$ cat config.mk
export PLATFORM = sky130hd
export DESIGN_NAME = seven_seg_scan_driver_flat
export DESIGN_NICKNAME = d
export VERILOG_FILES = /design/src/rtl/seven_seg_pkg.sv /design/src/rtl/seven_seg_scan_driver_if.sv /design/src/rtl/seven_seg_scan_driver_seg_hex_lut.sv /design/src/rtl/seven_seg_scan_driver.sv /design/src/flat_wrapper.sv
export SDC_FILE = /design/constraint.sdc
export NUM_CORES = 1
export LEC_CHECK = 0
export CAP_MARGIN = 10
export CORE_MARGIN = 3
export CORE_UTILIZATION = 46
export CTS_BUF_LIST = sky130_fd_sc_hd__clkbuf_16
export DETAILED_ROUTE_END_ITERATION = 8
export PLACE_DENSITY = 0.68
export SYNTH_ARGS = -nofsm -noshare
export SYNTH_HDL_FRONTEND = slang
export SYNTH_SLANG_ARGS = --single-unit
$ cat constraint.sdc
create_clock -name clk -period 6.44 [get_ports clk]
set_input_delay 0.966 -clock clk [delete_from_list [all_inputs] [get_ports clk]]
set_output_delay 0.966 -clock clk [all_outputs]
set_load 0.01 [all_outputs]
$ cat src/rtl/seven_seg_pkg.sv
// Shared types and segment code table for the seven-segment scan driver.
// Provides seg_t, SEG_BLANK, SEG_CODE[16] and hex_to_seg().
package seven_seg_pkg;

    // Active-low segments {g,f,e,d,c,b,a}; bit 0 is segment a.
    typedef logic [6:0] seg_t;

    localparam seg_t SEG_BLANK = 7'h7F;

    localparam seg_t SEG_CODE [16] = '{
        7'h40, 7'h79, 7'h24, 7'h30,
        7'h19, 7'h12, 7'h02, 7'h78,
        7'h00, 7'h10, 7'h08, 7'h03,
        7'h46, 7'h21, 7'h06, 7'h0E
    };

    function automatic seg_t hex_to_seg(input logic [3:0] hex);
        return SEG_CODE[hex];
    endfunction

endpackage

$ cat src/rtl/seven_seg_scan_driver_if.sv
// Display-side bundle for seven_seg_scan_driver.
// master: drives en/load/value/dp_in/blank_mask; slave: drives seg/dp/an/frame_start/pending.
interface seven_seg_scan_driver_if
    import seven_seg_pkg::*;
#(
    parameter int NUM_DIGITS = 4
);
    logic                    en;
    logic                    load;
    logic [4*NUM_DIGITS-1:0] value;
    logic [NUM_DIGITS-1:0]   dp_in;
    logic [NUM_DIGITS-1:0]   blank_mask;
    seg_t                    seg;
    logic                    dp;
    logic [NUM_DIGITS-1:0]   an;
    logic                    frame_start;
    logic                    pending;

    modport master (
        output en, load, value, dp_in, blank_mask,
        input  seg, dp, an, frame_start, pending
    );

    modport slave (
        input  en, load, value, dp_in, blank_mask,
        output seg, dp, an, frame_start, pending
    );

endinterface

$ cat src/rtl/seven_seg_scan_driver_seg_hex_lut.sv
// Combinational hex digit to active-low segment pattern lookup.
// Ports: hex (4-bit digit in), seg (seg_t pattern out).
module seg_hex_lut
    import seven_seg_pkg::*;
(
    input  logic [3:0] hex,
    output seg_t       seg
);

    assign seg = hex_to_seg(hex);

endmodule

$ cat src/rtl/seven_seg_scan_driver.sv
// Time-multiplexed common-anode seven-segment driver with frame-synchronous double buffering.
// Ports: clk, rst (async high), bus (slave modport). Optional macro: SEVEN_SEG_LZS_EN (leading-zero suppression).
module seven_seg_scan_driver
    import seven_seg_pkg::*;
#(
    parameter int NUM_DIGITS  = 4,
    parameter int REFRESH_DIV = 50000
) (
    input  logic                   clk,
    input  logic                   rst,
    seven_seg_scan_driver_if.slave bus
);

    localparam int CNT_W = $clog2(REFRESH_DIV);
    localparam int IDX_W = (NUM_DIGITS > 1) ? $clog2(NUM_DIGITS) : 1;
    localparam int VAL_W = 4 * NUM_DIGITS;

    localparam logic [CNT_W-1:0] TICK_LAST = CNT_W'(REFRESH_DIV - 1);
    localparam logic [IDX_W-1:0] IDX_LAST  = IDX_W'(NUM_DIGITS - 1);

    logic [CNT_W-1:0]      tick_cnt;
    logic [IDX_W-1:0]      idx;
    logic [VAL_W-1:0]      stage_val;
    logic [VAL_W-1:0]      disp_val;
    logic [NUM_DIGITS-1:0] stage_dp;
    logic [NUM_DIGITS-1:0] disp_dp;
    logic                  pending_q;
    logic                  frame_start_q;
    seg_t                  seg_q;
    logic                  dp_q;
    logic [NUM_DIGITS-1:0] an_q;

    logic       advance;
    logic       frame_wrap;
    logic       apply;
    logic [3:0] cur_hex;
    seg_t       lut_seg;
    logic       cur_blank;
    logic       lzs_blank;

    assign advance    = bus.en && (tick_cnt == TICK_LAST);
    assign frame_wrap = advance && (idx == IDX_LAST);
    assign apply      = frame_wrap && pending_q;

    // Refresh counter and digit index; both freeze while disabled.
    always_ff @(posedge clk or posedge rst) begin
        if (rst) begin
            tick_cnt <= '0;
            idx      <= '0;
        end else if (bus.en) begin
            if (advance) begin
                tick_cnt <= '0;
                idx      <= (idx == IDX_LAST) ? '0 : idx + 1'b1;
            end else begin
                tick_cnt <= tick_cnt + 1'b1;
            end
        end
    end

    // Staging/display double buffer. A load coinciding with the
    // wrap moves the old staging out and keeps the new one pending.
    always_ff @(posedge clk or posedge rst) begin
        if (rst) begin
            stage_val     <= '0;
            stage_dp      <= '0;
            disp_val      <= '0;
            disp_dp       <= '0;
            pending_q     <= 1'b0;
            frame_start_q <= 1'b0;
        end else begin
            if (bus.load) begin
                stage_val <= bus.value;
                stage_dp  <= bus.dp_in;
            end
            if (apply) begin
                disp_val <= stage_val;
                disp_dp  <= stage_dp;
            end
            frame_start_q <= apply;
            if (bus.load) begin
                pending_q <= 1'b1;
            end else if (frame_wrap) begin
                pending_q <= 1'b0;
            end
        end
    end

    assign cur_hex   = disp_val[4*idx +: 4];
    assign cur_blank = bus.blank_mask[idx];

    seg_hex_lut u_lut (
        .hex (cur_hex),
        .seg (lut_seg)
    );

`ifdef SEVEN_SEG_LZS_EN
    // Dark when this digit and all higher ones are zero; digit 0 always shown.
    assign lzs_blank = (idx != '0) && ((disp_val >> (4*idx)) == '0);
`else
    assign lzs_blank = 1'b0;
`endif

    always_ff @(posedge clk or posedge rst) begin
        if (rst) begin
            an_q  <= '1;
            seg_q <= SEG_BLANK;
            dp_q  <= 1'b1;
        end else if (!bus.en) begin
            an_q  <= '1;
            seg_q <= SEG_BLANK;
            dp_q  <= 1'b1;
        end else begin
            an_q  <= ~(NUM_DIGITS'(1) << idx);
            seg_q <= (cur_blank || lzs_blank) ? SEG_BLANK : lut_seg;
            dp_q  <= cur_blank ? 1'b1 : ~disp_dp[idx];
        end
    end

    assign bus.seg         = seg_q;
    assign bus.dp          = dp_q;
    assign bus.an          = an_q;
    assign bus.frame_start = frame_start_q;
    assign bus.pending     = pending_q;

endmodule

$ cat src/flat_wrapper.sv
// flat-port wrapper written by rule: the top's interface ports become plain ports
module seven_seg_scan_driver_flat import seven_seg_pkg::*;
#(
    parameter int NUM_DIGITS  = 4,
    parameter int REFRESH_DIV = 50000
)
  (clk, rst, bus_en, bus_load, bus_value, bus_dp_in, bus_blank_mask, bus_seg, bus_dp, bus_an, bus_frame_start, bus_pending);
  seven_seg_scan_driver_if #(.NUM_DIGITS(NUM_DIGITS)) bus_i ();
  input  logic clk;
  input  logic rst;
  input wire logic [$bits(bus_i.en)-1:0] bus_en;
  input wire logic [$bits(bus_i.load)-1:0] bus_load;
  input wire logic [$bits(bus_i.value)-1:0] bus_value;
  input wire logic [$bits(bus_i.dp_in)-1:0] bus_dp_in;
  input wire logic [$bits(bus_i.blank_mask)-1:0] bus_blank_mask;
  output wire logic [$bits(bus_i.seg)-1:0] bus_seg;
  output wire logic [$bits(bus_i.dp)-1:0] bus_dp;
  output wire logic [$bits(bus_i.an)-1:0] bus_an;
  output wire logic [$bits(bus_i.frame_start)-1:0] bus_frame_start;
  output wire logic [$bits(bus_i.pending)-1:0] bus_pending;
  assign bus_i.en = bus_en;
  assign bus_i.load = bus_load;
  assign bus_i.value = bus_value;
  assign bus_i.dp_in = bus_dp_in;
  assign bus_i.blank_mask = bus_blank_mask;
  assign bus_seg = bus_i.seg;
  assign bus_dp = bus_i.dp;
  assign bus_an = bus_i.an;
  assign bus_frame_start = bus_i.frame_start;
  assign bus_pending = bus_i.pending;
  seven_seg_scan_driver #(.NUM_DIGITS(NUM_DIGITS), .REFRESH_DIV(REFRESH_DIV)) u_core (.clk(clk), .rst(rst), .bus(bus_i));
endmodule
---- After elaboration in Yosys (flattened, before gate mapping) ----
Memory sizes are Yosys's and may differ from the RTL's.
Cells that the tools add are included.
cells by class
  $add $sub $neg .......................... 2
  order comparisons ....................... 2
  equal/unequal tests ..................... 2
  shift-type cells ........................ 2
  muxes and demuxes ....................... 15
  bitwise gates (word level) .............. 3
  reduce and logical (&&, ||, !) cells .... 5
operators with widths
  operator               count
  $mux 7                 4
  $add 16x1->16 const B  1
  $eq 16x16->1 const B   1
  $mux 16                1
  $shiftx 16x5->4        1
  $mux 1                 6
  $ge 5x5->1 const B     1
  $not 4->5              1
  $bmux 1 s2             2
  $mux 4                 1
  $not 4->4              1
  $shl 1x2->4 const A    1
  $logic_and 1x1->1      3
  $lt 2x3->1 const B     1
  $add 2x1->2 const B    1
  $eq 2x2->1 const B     1
  $mux 2                 1
  $reduce_and 2->1       1
  $reduce_bool 2->1      1
  $not 1->1              1
storage, ports and cells
  bits in registers ....................... 72
  memory bits (read-only) ................. 112
  input bits .............................. 28
  output and inout port bits .............. 14
  word-level logic and storage cells ...... 43
  memories kept ........................... 1
memory list
  name             depth  bits a word  read ports  clocked after memory_dff  wr ports  line                 RTL
  (no name shown)  16     7            1           0                         0         seven_seg_pkg.sv:18  return SEG_CODE[hex];

---- Logic depth before layout (Yosys ltp) ----
  depth after elaboration ................. 7
  gate-level depth with buffers ........... 7
  gate-level depth less buffers ........... 6

---- Modules after synthesis ----
Synthesis repeated with hierarchy kept, for this count alone.
unflattened totals
  cell total of the unflattened synthesis .. 243
  area, all modules ....................... 3,364.5 µm²
modules (own cells, without submodules)
  module                 instances  cells an instance  area an instance (µm²)  seq. area each (µm²)
  seven_seg_scan_driver  1          211                3,089.2                 1,816.7
  seg_hex_lut            1          32                 275.3                   0.0

---- Worst setup path after synthesis ----
Ideal clock, no wire load.
  path type ............................... input port to flip-flop
  start point ............................. input bus_en
  end point ............................... register u_core.disp_dp[2]
  setup time .............................. 0.125 ns
  arrival ................................. 2.192 ns
  required time ........................... 6.315 ns
  slack ................................... 4.123 ns
  cell stages on the path ................. 6
  buffers on the path ..................... 2
  cell sequence ........................... and3_1 > buf_2 > nand4_2 > nor3_4 > buf_6 > mux2_4
between the ends
  word-level cells in the longest chain between the ends .. 3
RTL lines
  element               line                         RTL
  from (decl)           flat_wrapper.sv:11           input wire logic [$bits(bus_i.en)-1:0] bus_en;
  $logic_and 1x1->1     seven_seg_scan_driver.sv:41  assign advance = bus.en && (tick_cnt == TICK_LAST);
  $logic_and 1x1->1     seven_seg_scan_driver.sv:42  assign frame_wrap = advance && (idx == IDX_LAST);
  $logic_and 1x1->1     seven_seg_scan_driver.sv:43  assign apply = frame_wrap && pending_q;
  to (signal assigned)  seven_seg_scan_driver.sv:77  disp_dp <= stage_dp;
  to (decl)             seven_seg_scan_driver.sv:26  logic [NUM_DIGITS-1:0] disp_dp;
No other way between the ends.
A chain may end at the register's enable or synchronous reset.

---- Worst setup path after layout ----
  start point ............................. input bus_en
  end point ............................... register u_core.disp_val[7]
between the ends
  word-level cells in the longest chain between the ends .. 3
RTL lines
  element               line                         RTL
  $logic_and 1x1->1     seven_seg_scan_driver.sv:41
  $logic_and 1x1->1     seven_seg_scan_driver.sv:42
  $logic_and 1x1->1     seven_seg_scan_driver.sv:43
  to (signal assigned)  seven_seg_scan_driver.sv:76  disp_val <= stage_val;
  to (decl)             seven_seg_scan_driver.sv:24  logic [VAL_W-1:0] disp_val;
No other way between the ends.

==> run_results.csv <==
group,metric,value,unit
status,status,"completed",
floorplan,dieArea,8310,µm²
floorplan,initial_core_util,48.3,%
timing,rsz0062_at_grt,"false",
cells_and_area,final.fill_count,559,
detailed_routing,viasPerCell,5.21,
power,p_switching,0.246,mW
clock_network,cts_resized,0,
detailed_routing,totalWireLength,5900,µm
logic_synthesis,synth_top_cells_by_area,"dfrtp_1 (45%), dfstp_2 (9.4%), mux2_4 (8.5%)",
floorplan,rows,30,
cells_and_area,areaGrowthSynthToFinish,23.8,%
floorplan,core_region_area,6910,µm²
detailed_routing,firstDrtPassIters,4,
timing,setup_tns,0,ps
grt,antenna_found_initial,0,
power,internal_power,0.873,mW
logic_synthesis,yosysTopAreaCellShare,45.0,%
logic_synthesis,syn-num-nets,279,
worst_setup_path,crit_chain,"clkdlybuf4s50_1 > and3_1 > nand4_2 > nor3_4 > buf_4 > mux2_2",
detailed_routing,postRouteAntennaNets,0,
logic_synthesis,synth.distinct_cells,40,
cells_and_area,nets,322,
placement,hpwl,3850,µm
job,drv_cap,0,
grt,grt_max_degree,73,
timing,setup_violations,0,
cells_and_area,antennaDiodeCount,0,
clock_network,ctsHoldBuffers,0,
placement,port_buffers,41,
grt,grt_pass1_vias,2018,
logic_synthesis,syn_avg_cell_area,13.9,µm²
detailed_routing,wl_per_cell,15.4,µm
clock_network,clkLatencyLatePin,330,ps
power,vdd_ir_drop_max,0.000172,V
logic_synthesis,synth_common_cells,"dfrtp_1 (60), mux2_2 (23), mux2_4 (19)",
timing,fmax,327,MHz
timing,fin_crit,3060,ps
timing,min_period_over_period,47.6,%
detailed_routing,drc_errors,0,
worst_setup_path,slowest_stage,"clkdlybuf4s50_1",
grt,track_usage,15.5,%
floorplan,dieHeight,91.2,µm
cells_and_area,drive_above_1_share,29.5,%
power,finalPower,1.12,mW
clock_network,path_clk_slew,50,ps
placement,routabilityCongestion,0.807,
clock_network,clockBufferDepth,2,
clock_network,cts_tree,"yes",
worst_setup_path,crit_fanout,21,
logic_synthesis,ys.flop_type,"dfrtp_1",
floorplan,die_x,91.2,µm
timing,hold_viol_final,0,
power,p_comb_share,7.3,%
detailed_routing,vias,2001,
worst_setup_path,startpoint_type,"primary input",
worst_setup_path,crit_path_end_kind,"flop",
clock_network,numCtsBuffers,9,
logic_synthesis,ys_seq_elements,72,
grt,overflow,0,
power,p_leak,1.79,nW
power,power.share.switching,22.0,%
timing,clock_skew,6.16,ps
worst_setup_path,cp.arrival,3270,ps
logic_synthesis,synth_enable_flop_cells,0,
grt,grt_pass1_wl,10000,µm
clock_network,cts_sinks,72,
worst_setup_path,crit_type,"in2reg",
timing,tightest_slew,936,ps
logic_synthesis,synth_top_area_cell,"dfrtp_1",
logic_synthesis,synth_most_common_cell,"dfrtp_1",
power,clkPwrFrac,46.7,%
logic_synthesis,ys_seq_area_share,54.4,%
hold_path,hold_path_class,"reg2reg",
clock_network,cts-root-buf,"clkbuf_16",
logic_synthesis,yosys_warnings,0,
clock_network,htreeDepth,3,
power,p_per_area,271,nW/µm²
clock_network,post_cts_buffers,0,
logic_synthesis,synthArstFlopShare,100,%
logic_synthesis,syn_area,3340,µm²
logic_synthesis,synthCells,240,
timing,max_slew_margin,37.4,%
timing,slew_violations,0,
floorplan,io_pins,42,
detailed_routing,drt_iter0_drc,109,
worst_setup_path,slowest_delay,670,ps
worst_setup_path,required,6650,ps
power,seq_power_share,45.9,%
-- kinds of logic (layout without fill, tap and decap cells) --
kind of cell,Yosys count,count (layout),share of synthesized area [%]
and+or+nand+nor,51,51,9.26
DFF,72,72,54.4
adders and majority gates,11,11,4.12
xor gates and xnor gates,12,12,3.15
AOI/OAI and AO/OA,20,20,4.05
muxes,52,52,21.6
buffers and inverters,22,70,3.45
-- metal layers --
metal / vias to the layer above / GRT usage (%) / wire length [µm]
met5: - / 0 / 0
met2: 55 / 22.6 / 2700
met4: 0 / 6.53 / 114
met3: 9 / 4.56 / 300
met1: 997 / 21.4 / 2780
li1: 940 / - / -
-- critical path, delay by kind of cell --
kind / cells / cell delay (ps)
buffers and inverters: 2 / 1040
multiplexers: 1 / 380
AND/OR/NAND/NOR: 3 / 880
-- layout by cell type (no fill, tap or decap), drive strengths merged, types with 6 or more instances in the layout --
cell type and n:
clkdlybuf4s50 41, mux2 42, nor2 7, xnor2 7, ha 11, nand2 16
clkbuf 9, dfstp 12, inv 11, dfrtp 60, mux4 6
-- layout make-up --
cell class                 count  area (µm²)  share of cell area [%]
clock buffer                   9         225                    5.45
tap                           96         120                    2.91
inverter                      11        41.3                   0.999
sequential                    72        1820                    44.0
clock inverter                 7        96.3                    2.33
timing repair buffer          43         425                    10.3
multi-input combinational    146        1410                    34.0
-- metrics by stage --
stage          cells  cell area, µm²  hold slack, ps  utilization [%]  setup slack, ps
3_5_place_dp     368            3810             468             55.2             3060
5_1_grt          384            4130             509             59.8             3230
3_3_place_gp     368            3810             474             55.2             3130
6_report         384            4130             471             59.8             3380
4_1_cts          384            4130             479             59.8             3390
2_1_floorplan    240            3340             449                -             3670
-- power by group through the flow --
stage,clock [mW],sequential (mW),combinational [mW]
final,0.523,0.514,0.0821
after global routing,0.563,0.518,0.0926
after CTS,0.538,0.513,0.0839
after detailed placement,0,0.521,0.0838
after global placement,0,0.520,0.0823
after floorplan,0,0.513,0.0533
-- flip-flops by register name, indices dropped and copies added (netlist names) --
register	cells
u_core.idx	2
u_core.disp_val	16
u_core.bus.dp	1
u_core.bus.seg	7
u_core.bus.pending	1
u_core.bus.an	4
u_core.stage_val	16
u_core.disp_dp	4
u_core.stage_dp	4
u_core.tick_cnt	16
u_core.bus.frame_start	1
-- final timing paths --
path | start | endpoint | slack (ps) | cells past startpoint
max | bus_en | u_core.disp_val[7] | 3380 | 6
min | u_core.tick_cnt[13] | u_core.tick_cnt[13] | 470 | 1
max reg2reg | u_core.tick_cnt[0] | u_core.disp_val[7] | 4190 | 6
min reg2reg | u_core.tick_cnt[13] | u_core.tick_cnt[13] | 470 | 1
max in group asynchronous | rst | u_core.stage_val[15] | 4640 | 3
min in group asynchronous | rst | u_core.idx[0] | 1220 | 3
Power figures use the tool's default switching activity.
